===== config.mk =====
export PLATFORM = sky130hd
export DESIGN_NAME = layer_seq
export DESIGN_NICKNAME = d
export VERILOG_FILES = /design/src/rtl/layer_seq.sv
export SDC_FILE = /design/constraint.sdc
export NUM_CORES = 1
export LEC_CHECK = 0
export ABC_CLOCK_PERIOD_IN_PS = 11900
export CAP_MARGIN = 20
export CELL_PAD_IN_SITES_DETAIL_PLACEMENT = 0
export CELL_PAD_IN_SITES_GLOBAL_PLACEMENT = 1
export CORE_MARGIN = 1.5
export CORE_UTILIZATION = 45
export CTS_CLUSTER_SIZE = 12
export DETAILED_ROUTE_END_ITERATION = 7
export GPL_TIMING_DRIVEN = 0
export PLACE_DENSITY_LB_ADDON = 0.3
export SLEW_MARGIN = 40
export SYNTH_ARGS = -nofsm -noshare
export SYNTH_HDL_FRONTEND = slang
export SYNTH_SLANG_ARGS = --single-unit
export TNS_END_PERCENT = 50

===== constraint.sdc =====
create_clock -name clk -period 11.9 [get_ports clk]
set_clock_uncertainty 0.2 [all_clocks]
set_input_delay 2.38 -clock clk [delete_from_list [all_inputs] [get_ports clk]]
set_output_delay 2.38 -clock clk [all_outputs]
set_load 0.02 [all_outputs]

===== src/rtl/layer_seq.sv =====
// layer_seq: walks a host-written layer-descriptor table and drives batch_ctrl through
// weight load, bias load and batch execution per layer. Option macro: LAYER_SEQ_PERF_EN.
module layer_seq #(
    parameter int DEPTH = 8,
    parameter int AW    = $clog2(DEPTH)
) (
    input  logic          clk,
    input  logic          rst,
    input  logic          cfg_we,
    input  logic [AW-1:0] cfg_addr,
    input  logic [95:0]   cfg_data,
    input  logic          start,
    input  logic          abort,
    input  logic          src_valid,
    input  logic          src_ready,
    input  logic          batch_fin,
    output logic          busy,
    output logic          done,
    output logic          cfg_err,
    output logic [AW-1:0] layer,
    output logic          run,
    output logic          pool,
    output logic          wwrite,
    output logic          bwrite,
    output logic          backprop,
    output logic          deltaw,
    output logic          last,
    output logic [11:0]   ss,
    output logic [11:0]   ds,
    output logic [3:0]    id,
    output logic [3:0]    od,
    output logic [9:0]    fs,
    output logic [9:0]    ks
`ifdef LAYER_SEQ_PERF_EN
    ,
    output logic [31:0]   perf_cyc
`endif
);

    typedef struct packed {
        logic        eol;
        logic        deltaw;
        logic        backprop;
        logic        pool;
        logic [11:0] nbatch;
        logic [11:0] bcnt;
        logic [11:0] wcnt;
        logic [9:0]  ks;
        logic [9:0]  fs;
        logic [3:0]  od;
        logic [3:0]  id;
        logic [11:0] ds;
        logic [11:0] ss;
    } desc_t;

    typedef enum logic [3:0] {
        S_IDLE, S_LOAD, S_WLD, S_WGAP, S_BLD, S_BGAP, S_EXEC, S_EGAP, S_FIN
    } state_t;

    state_t        r_state;
    desc_t         r_tbl [DEPTH];
    logic [11:0]   r_wcnt, r_bcnt, r_nb, r_cnt;
    logic          r_pool_sel, r_eol;
    logic          r_busy, r_done, r_cfg_err;
    logic          r_run, r_pool, r_wwrite, r_bwrite, r_backprop, r_deltaw, r_last;
    logic [AW-1:0] r_layer;
    logic [11:0]   r_ss, r_ds;
    logic [3:0]    r_id, r_od;
    logic [9:0]    r_fs, r_ks;

    desc_t       w_ent;
    logic        w_start, w_beat, w_load;
    logic [11:0] w_bc, w_nb;
    logic        w_pl, w_go_w, w_go_b, w_go_e;
    logic        w_unused;

    // bits above eol carry no meaning
    assign w_unused = &{1'b0, cfg_data[95:92]};

    assign w_ent   = r_tbl[r_layer];
    assign w_start = start && (r_state == S_IDLE) && !abort;
    assign w_beat  = src_valid && src_ready;
    assign w_load  = (r_state == S_LOAD);

    // LOAD decides from the table entry itself; the gaps from the latched copy
    assign w_bc   = w_load ? w_ent.bcnt   : r_bcnt;
    assign w_nb   = w_load ? w_ent.nbatch : r_nb;
    assign w_pl   = w_load ? w_ent.pool   : r_pool_sel;
    assign w_go_w = w_load && (w_ent.wcnt != 12'd0);
    assign w_go_b = (w_load || r_state == S_WGAP) && (w_bc != 12'd0);
    assign w_go_e = (w_nb != 12'd0);

    always_ff @(posedge clk) begin
        if (cfg_we && r_state == S_IDLE)
            r_tbl[cfg_addr] <= cfg_data[91:0];
    end

    always_ff @(posedge clk) begin
        if (rst) begin
            r_state    <= S_IDLE;
            r_wcnt     <= '0;
            r_bcnt     <= '0;
            r_nb       <= '0;
            r_cnt      <= '0;
            r_pool_sel <= 1'b0;
            r_eol      <= 1'b0;
            r_busy     <= 1'b0;
            r_done     <= 1'b0;
            r_cfg_err  <= 1'b0;
            r_run      <= 1'b0;
            r_pool     <= 1'b0;
            r_wwrite   <= 1'b0;
            r_bwrite   <= 1'b0;
            r_backprop <= 1'b0;
            r_deltaw   <= 1'b0;
            r_last     <= 1'b0;
            r_layer    <= '0;
            r_ss       <= '0;
            r_ds       <= '0;
            r_id       <= '0;
            r_od       <= '0;
            r_fs       <= '0;
            r_ks       <= '0;
        end else begin
            if (cfg_we && r_busy)
                r_cfg_err <= 1'b1;
            else if (w_start)
                r_cfg_err <= 1'b0;

            if (abort) begin
                r_state  <= S_IDLE;
                r_busy   <= 1'b0;
                r_done   <= 1'b0;
                r_layer  <= '0;
                r_run    <= 1'b0;
                r_pool   <= 1'b0;
                r_wwrite <= 1'b0;
                r_bwrite <= 1'b0;
                r_last   <= 1'b0;
            end else begin
                case (r_state)
                    S_IDLE: if (start) begin
                        r_state <= S_LOAD;
                        r_busy  <= 1'b1;
                        r_layer <= '0;
                    end
                    S_LOAD, S_WGAP, S_BGAP: begin
                        r_cnt <= '0;
                        if (w_load) begin
                            r_ss       <= w_ent.ss;
                            r_ds       <= w_ent.ds;
                            r_id       <= w_ent.id;
                            r_od       <= w_ent.od;
                            r_fs       <= w_ent.fs;
                            r_ks       <= w_ent.ks;
                            r_backprop <= w_ent.backprop;
                            r_deltaw   <= w_ent.deltaw;
                            r_wcnt     <= w_ent.wcnt;
                            r_bcnt     <= w_ent.bcnt;
                            r_nb       <= w_ent.nbatch;
                            r_pool_sel <= w_ent.pool;
                            r_eol      <= w_ent.eol;
                        end
                        if (w_go_w) begin
                            r_state  <= S_WLD;
                            r_wwrite <= 1'b1;
                        end else if (w_go_b) begin
                            r_state  <= S_BLD;
                            r_bwrite <= 1'b1;
                        end else if (w_go_e) begin
                            r_state <= S_EXEC;
                            r_run   <= !w_pl;
                            r_pool  <= w_pl;
                            r_last  <= (w_nb == 12'd1);
                        end else begin
                            r_state <= S_EGAP;
                        end
                    end
                    S_WLD: if (w_beat) begin
                        if (r_cnt == r_wcnt - 12'd1) begin
                            r_wwrite <= 1'b0;
                            r_state  <= S_WGAP;
                        end else begin
                            r_cnt <= r_cnt + 12'd1;
                        end
                    end
                    S_BLD: if (w_beat) begin
                        if (r_cnt == r_bcnt - 12'd1) begin
                            r_bwrite <= 1'b0;
                            r_state  <= S_BGAP;
                        end else begin
                            r_cnt <= r_cnt + 12'd1;
                        end
                    end
                    S_EXEC: if (batch_fin) begin
                        if (r_cnt == r_nb - 12'd1) begin
                            r_run   <= 1'b0;
                            r_pool  <= 1'b0;
                            r_last  <= 1'b0;
                            r_state <= S_EGAP;
                        end else begin
                            r_cnt  <= r_cnt + 12'd1;
                            r_last <= (r_cnt + 12'd2 == r_nb);
                        end
                    end
                    S_EGAP: begin
                        if (r_eol || r_layer == AW'(DEPTH - 1)) begin
                            r_state <= S_FIN;
                            r_done  <= 1'b1;
                            r_busy  <= 1'b0;
                        end else begin
                            r_layer <= r_layer + AW'(1);
                            r_state <= S_LOAD;
                        end
                    end
                    S_FIN: begin
                        r_done  <= 1'b0;
                        r_state <= S_IDLE;
                    end
                    default: r_state <= S_IDLE;
                endcase
            end
        end
    end

`ifdef LAYER_SEQ_PERF_EN
    logic [31:0] r_perf;

    // busy spans exactly LOAD entry up to FIN
    always_ff @(posedge clk) begin
        if (rst || w_start)
            r_perf <= '0;
        else if (r_busy && r_perf != 32'hFFFF_FFFF)
            r_perf <= r_perf + 32'd1;
    end
    assign perf_cyc = r_perf;
`endif

    assign busy     = r_busy;
    assign done     = r_done;
    assign cfg_err  = r_cfg_err;
    assign layer    = r_layer;
    assign run      = r_run;
    assign pool     = r_pool;
    assign wwrite   = r_wwrite;
    assign bwrite   = r_bwrite;
    assign backprop = r_backprop;
    assign deltaw   = r_deltaw;
    assign last     = r_last;
    assign ss       = r_ss;
    assign ds       = r_ds;
    assign id       = r_id;
    assign od       = r_od;
    assign fs       = r_fs;
    assign ks       = r_ks;

endmodule


==> flow_summary_export.csv <==
group,metric,value,unit
placed_design,placed_area,0.0383,sq mm
power_and_ir_drop,seq_power_share,52.7,%
sta,maxSlewHeadroom,43.7,%
die,initial_core_util,45.7,%
power_and_ir_drop,netSwitchingFraction,20.7,%
yosys,synthCells,1927,
worst_setup_path,critPathLaunch,"cfg_we",
global_route,grt_pass1_vias,19316,
worst_setup_path,r2r_setup_slack,7.83,ns
cts,insertion_delay,0.64,ns
power_and_ir_drop,power.share.clock,43.1,%
yosys,netlist_area,0.0342,sq mm
worst_setup_path,reg2reg_to,"id[3]",
cts,hold_buffers,0,
power_and_ir_drop,p_per_area,154,mW/mm^2
worst_setup_path,cp-start-kind,"input pin",
die,die_h,279,microns
finish,syn2layout_area_growth,20.7,%
power_and_ir_drop,ir_drop,131,uV
finish,design_area,0.0412,sq mm
finish,regArea,0.0245,sq mm
power_and_ir_drop,power.switching,1.32,mW
die,fp.dieW,279,microns
yosys,seq_area_frac_synth,71.8,%
placed_design,place_congestion,0.863,
yosys,synthDistinctLibCells,70,
die,ios,172,
sta,setup-violations-final,0,
cts,cts_tree,"built",
placed_design,place_hpwl,56100,microns
route,vias,18641,
global_route,antenna_found_initial,14,
sta,slew_violations,0,
sta,hold_violations,0,
min_path,hold_path.class,"flip-flop to flip-flop",
finish,nets,2383,
cts,post_cts_resized,0,
power_and_ir_drop,p_int,5.04,mW
yosys,synth_flop_cell,"edfxtp_1",
cts,htreeDepth,3,
yosys,ys_warn_count,0,
route,wl,81300,microns
global_route,grt_max_degree,17,
die,die_area,0.0776,sq mm
cts,post_cts.repair.setup_buffers,0,
route,viasPerCell,5.62,
global_route,overflow,0,
placed_design,io_buffers,166,
global_route,grt_pass1_wl,122000,microns
finish,drive_above_1_share,20.6,%
cts,cts_buffer_depth,3,
worst_setup_path,critPathKind,"input pin to flip-flop",
global_route,grtUsageTotal,21.1,%
power_and_ir_drop,p_comb_share,4.2,%
run_status,status,"finished, final reports clean",
die,rows,100,
yosys,syn_nets,2041,
die,core_area,0.0748,sq mm
placed_design,place_ws,6.21,ns
finish,utilization,55.1,%
route,postRouteAntennaNets,0,
cts,clock-sinks,858,
sta,worstMarginPinSlew,0.844,ns
route,drt-pass1-iter-count,5,
sta,period_share,42.0,%
yosys,ys_async_sr_fraction,0,%
placed_design,place_inst,3145,
power_and_ir_drop,p_leak,13.1,nW
cts,clkTransAtPathRegs,0.06,ns
finish,final_cells,3317,
worst_setup_path,required,12.05,ns
worst_setup_path,path_max_fanout,7,
finish,final.fill_count,5794,
route,wire_per_inst,24.5,microns
worst_setup_path,r2r-start,"r_state[1]",
finish,multiInputGateArea,0.00908,sq mm
worst_setup_path,crit_path_end,"r_tbl[0][22]",
worst_setup_path,arrival,5.14,ns
sta,hold_slack,0.274,ns
sta,max_freq,0.200,GHz
yosys,avgSynthCellArea,17.7,sq um
sta,fin_crit,4.99,ns
cts,cts-buffers-inserted,91,
worst_setup_path,reg2reg_depth,9,
worst_setup_path,endpoint_kind,"flip-flop",
yosys,synth_edf_count,736,
sta,rsz0062_at_grt,"no",
sta,setup_ws,6.91,ns
route,drt-initial-drc-count,1488,
run,cap_viol_max_count,0,
cts,cts_root_buf,"clkbuf_16",
yosys,synth-seq-cells,858,
route,drcViolationCount,0,
## worst min-delay path by stage
stage          depth (start not counted)         end       start
2_1_floorplan                          2  r_pool_sel  r_pool_sel
3_3_place_gp                           2        last        last
3_5_place_dp                           2        last        last
4_1_cts                                2        last        last
5_1_grt                                2        last        last
6_report                               2        last        last
## power by group through the flow
| stage | clock, mW | combinational (mW) | sequential (mW) |
|---|---|---|---|
| 2_1_floorplan | 0 | 0.105 | 3.43 |
| 5_1_grt | 2.91 | 0.290 | 3.35 |
| 4_1_cts | 2.79 | 0.270 | 3.35 |
| 6_report | 2.74 | 0.268 | 3.35 |
| 3_5_place_dp | 0 | 0.269 | 3.41 |
| 3_3_place_gp | 0 | 0.237 | 3.43 |
## per-stage QoR
step,total power [mW],setup TNS (ns)
4_1_cts,6.41,0
3_3_place_gp,3.67,-1034.55
5_1_grt,6.55,0
3_5_place_dp,3.68,0
2_1_floorplan,3.53,0
6_report,6.36,0
## area by class of cell
type	instances	area share (%)
diodes	1	0.00607
plain buffers	116	1.39
clock buffers	143	6.41
clock inverters	28	0.753
inverters	18	0.164
multi-input cells	935	22.0
flip-flops and latches	858	59.5
well taps	969	2.94
repair buffers	249	6.78
## cells in the mapped netlist, types with 7 or more instances
master	number	area [sq um]
nand3_1	19	95.1
ha_1	7	87.6
dfxtp_1	122	2440
or2_2	7	43.8
nand4_1	11	68.8
o31ai_1	13	97.6
clkbuf_1	46	173
nor3_1	24	120
nand2_1	66	248
a31oi_1	10	62.6
a21oi_1	28	140
a211oi_1	74	556
xor2_1	16	140
and2_1	8	50.1
o21ai_1	7	35.0
nor4_1	14	87.6
or3_1	7	43.8
buf_2	48	240
nand2b_1	14	87.6
buf_1	12	45.0
a22oi_1	8	60.1
inv_1	18	67.6
nor2_1	133	499
o21ai_0	30	150
xnor2_1	32	280
o22ai_1	7	43.8
mux4_2	162	3650
edfxtp_1	736	22100
or4_1	16	120
mux2_2	10	113
mux2i_1	133	1330
## cell usage in the layout (no fill, tap or decap), types with 8 or more instances in the layout
cell type | synthesis | layout
buf_2 | 48 | 69
clkbuf_8 | 0 | 15
a21oi_1 | 28 | 28
edfxtp_1 | 736 | 736
nand2_1 | 66 | 66
xnor2_1 | 32 | 32
nor2_1 | 133 | 126
mux4_2 | 162 | 162
mux2_2 | 10 | 10
clkbuf_1 | 46 | 75
buf_8 | 0 | 25
or4_1 | 16 | 16
inv_1 | 18 | 18
a31oi_1 | 10 | 10
clkdlybuf4s50_1 | 0 | 166
o21ai_1 | 7 | 8
nand4_1 | 11 | 11
nor4_1 | 14 | 12
o31ai_1 | 13 | 13
buf_16 | 0 | 18
nand2b_1 | 14 | 14
clkbuf_16 | 0 | 92
buf_4 | 6 | 29
a211oi_1 | 74 | 74
nor3_1 | 24 | 22
a22oi_1 | 8 | 8
mux2i_1 | 133 | 133
nand3_1 | 19 | 19
o21ai_0 | 30 | 29
clkinv_1 | 0 | 8
dfxtp_1 | 122 | 122
xor2_1 | 16 | 16
and2_1 | 8 | 8
## registers in the layout (all words and copies together) (netlist names), 3 cells and up, named ones only
| register | count |
|---|---|
| ss | 12 |
| id | 4 |
| ds | 12 |
| od | 4 |
| ks | 10 |
| layer | 3 |
| r_bcnt | 12 |
| r_cnt | 12 |
| r_tbl | 736 |
| r_state | 4 |
| fs | 10 |
| r_wcnt | 12 |
| r_nb | 12 |
## routing by layer
layer | track usage (%) | vias up | wire [microns]
met5 | 0 | - | 149
met4 | 5.16 | 22 | 1240
met3 | 4.36 | 115 | 4710
met2 | 35.8 | 479 | 40800
met1 | 28.0 | 9577 | 34400
li1 | - | 8448 | -
## logic make-up (layout without fill, tap and decap cells)
group	after synthesis	after routing	share of synthesized area, %
adders and majority gates	7	7	0.256
and+or+nand+nor	352	352	5.15
buffers and inverters	134	554	1.83
muxes	311	311	15.4
other	0	1	0
xor gates and xnor gates	48	48	1.23
AOI/OAI and AO/OA	217	217	4.35
DFF	858	858	71.8
## critical path, stage by stage
cell	delay, ns
clkdlybuf4s50_1	0.53
nand3b_1	0.29
nor3_2	0.39
buf_4	0.25
buf_4	0.17
buf_2	0.24
buf_2	0.24
buf_4	0.20
buf_2	0.23
buf_2	0.20
Note: power is estimated with default switching activity, not from simulation.
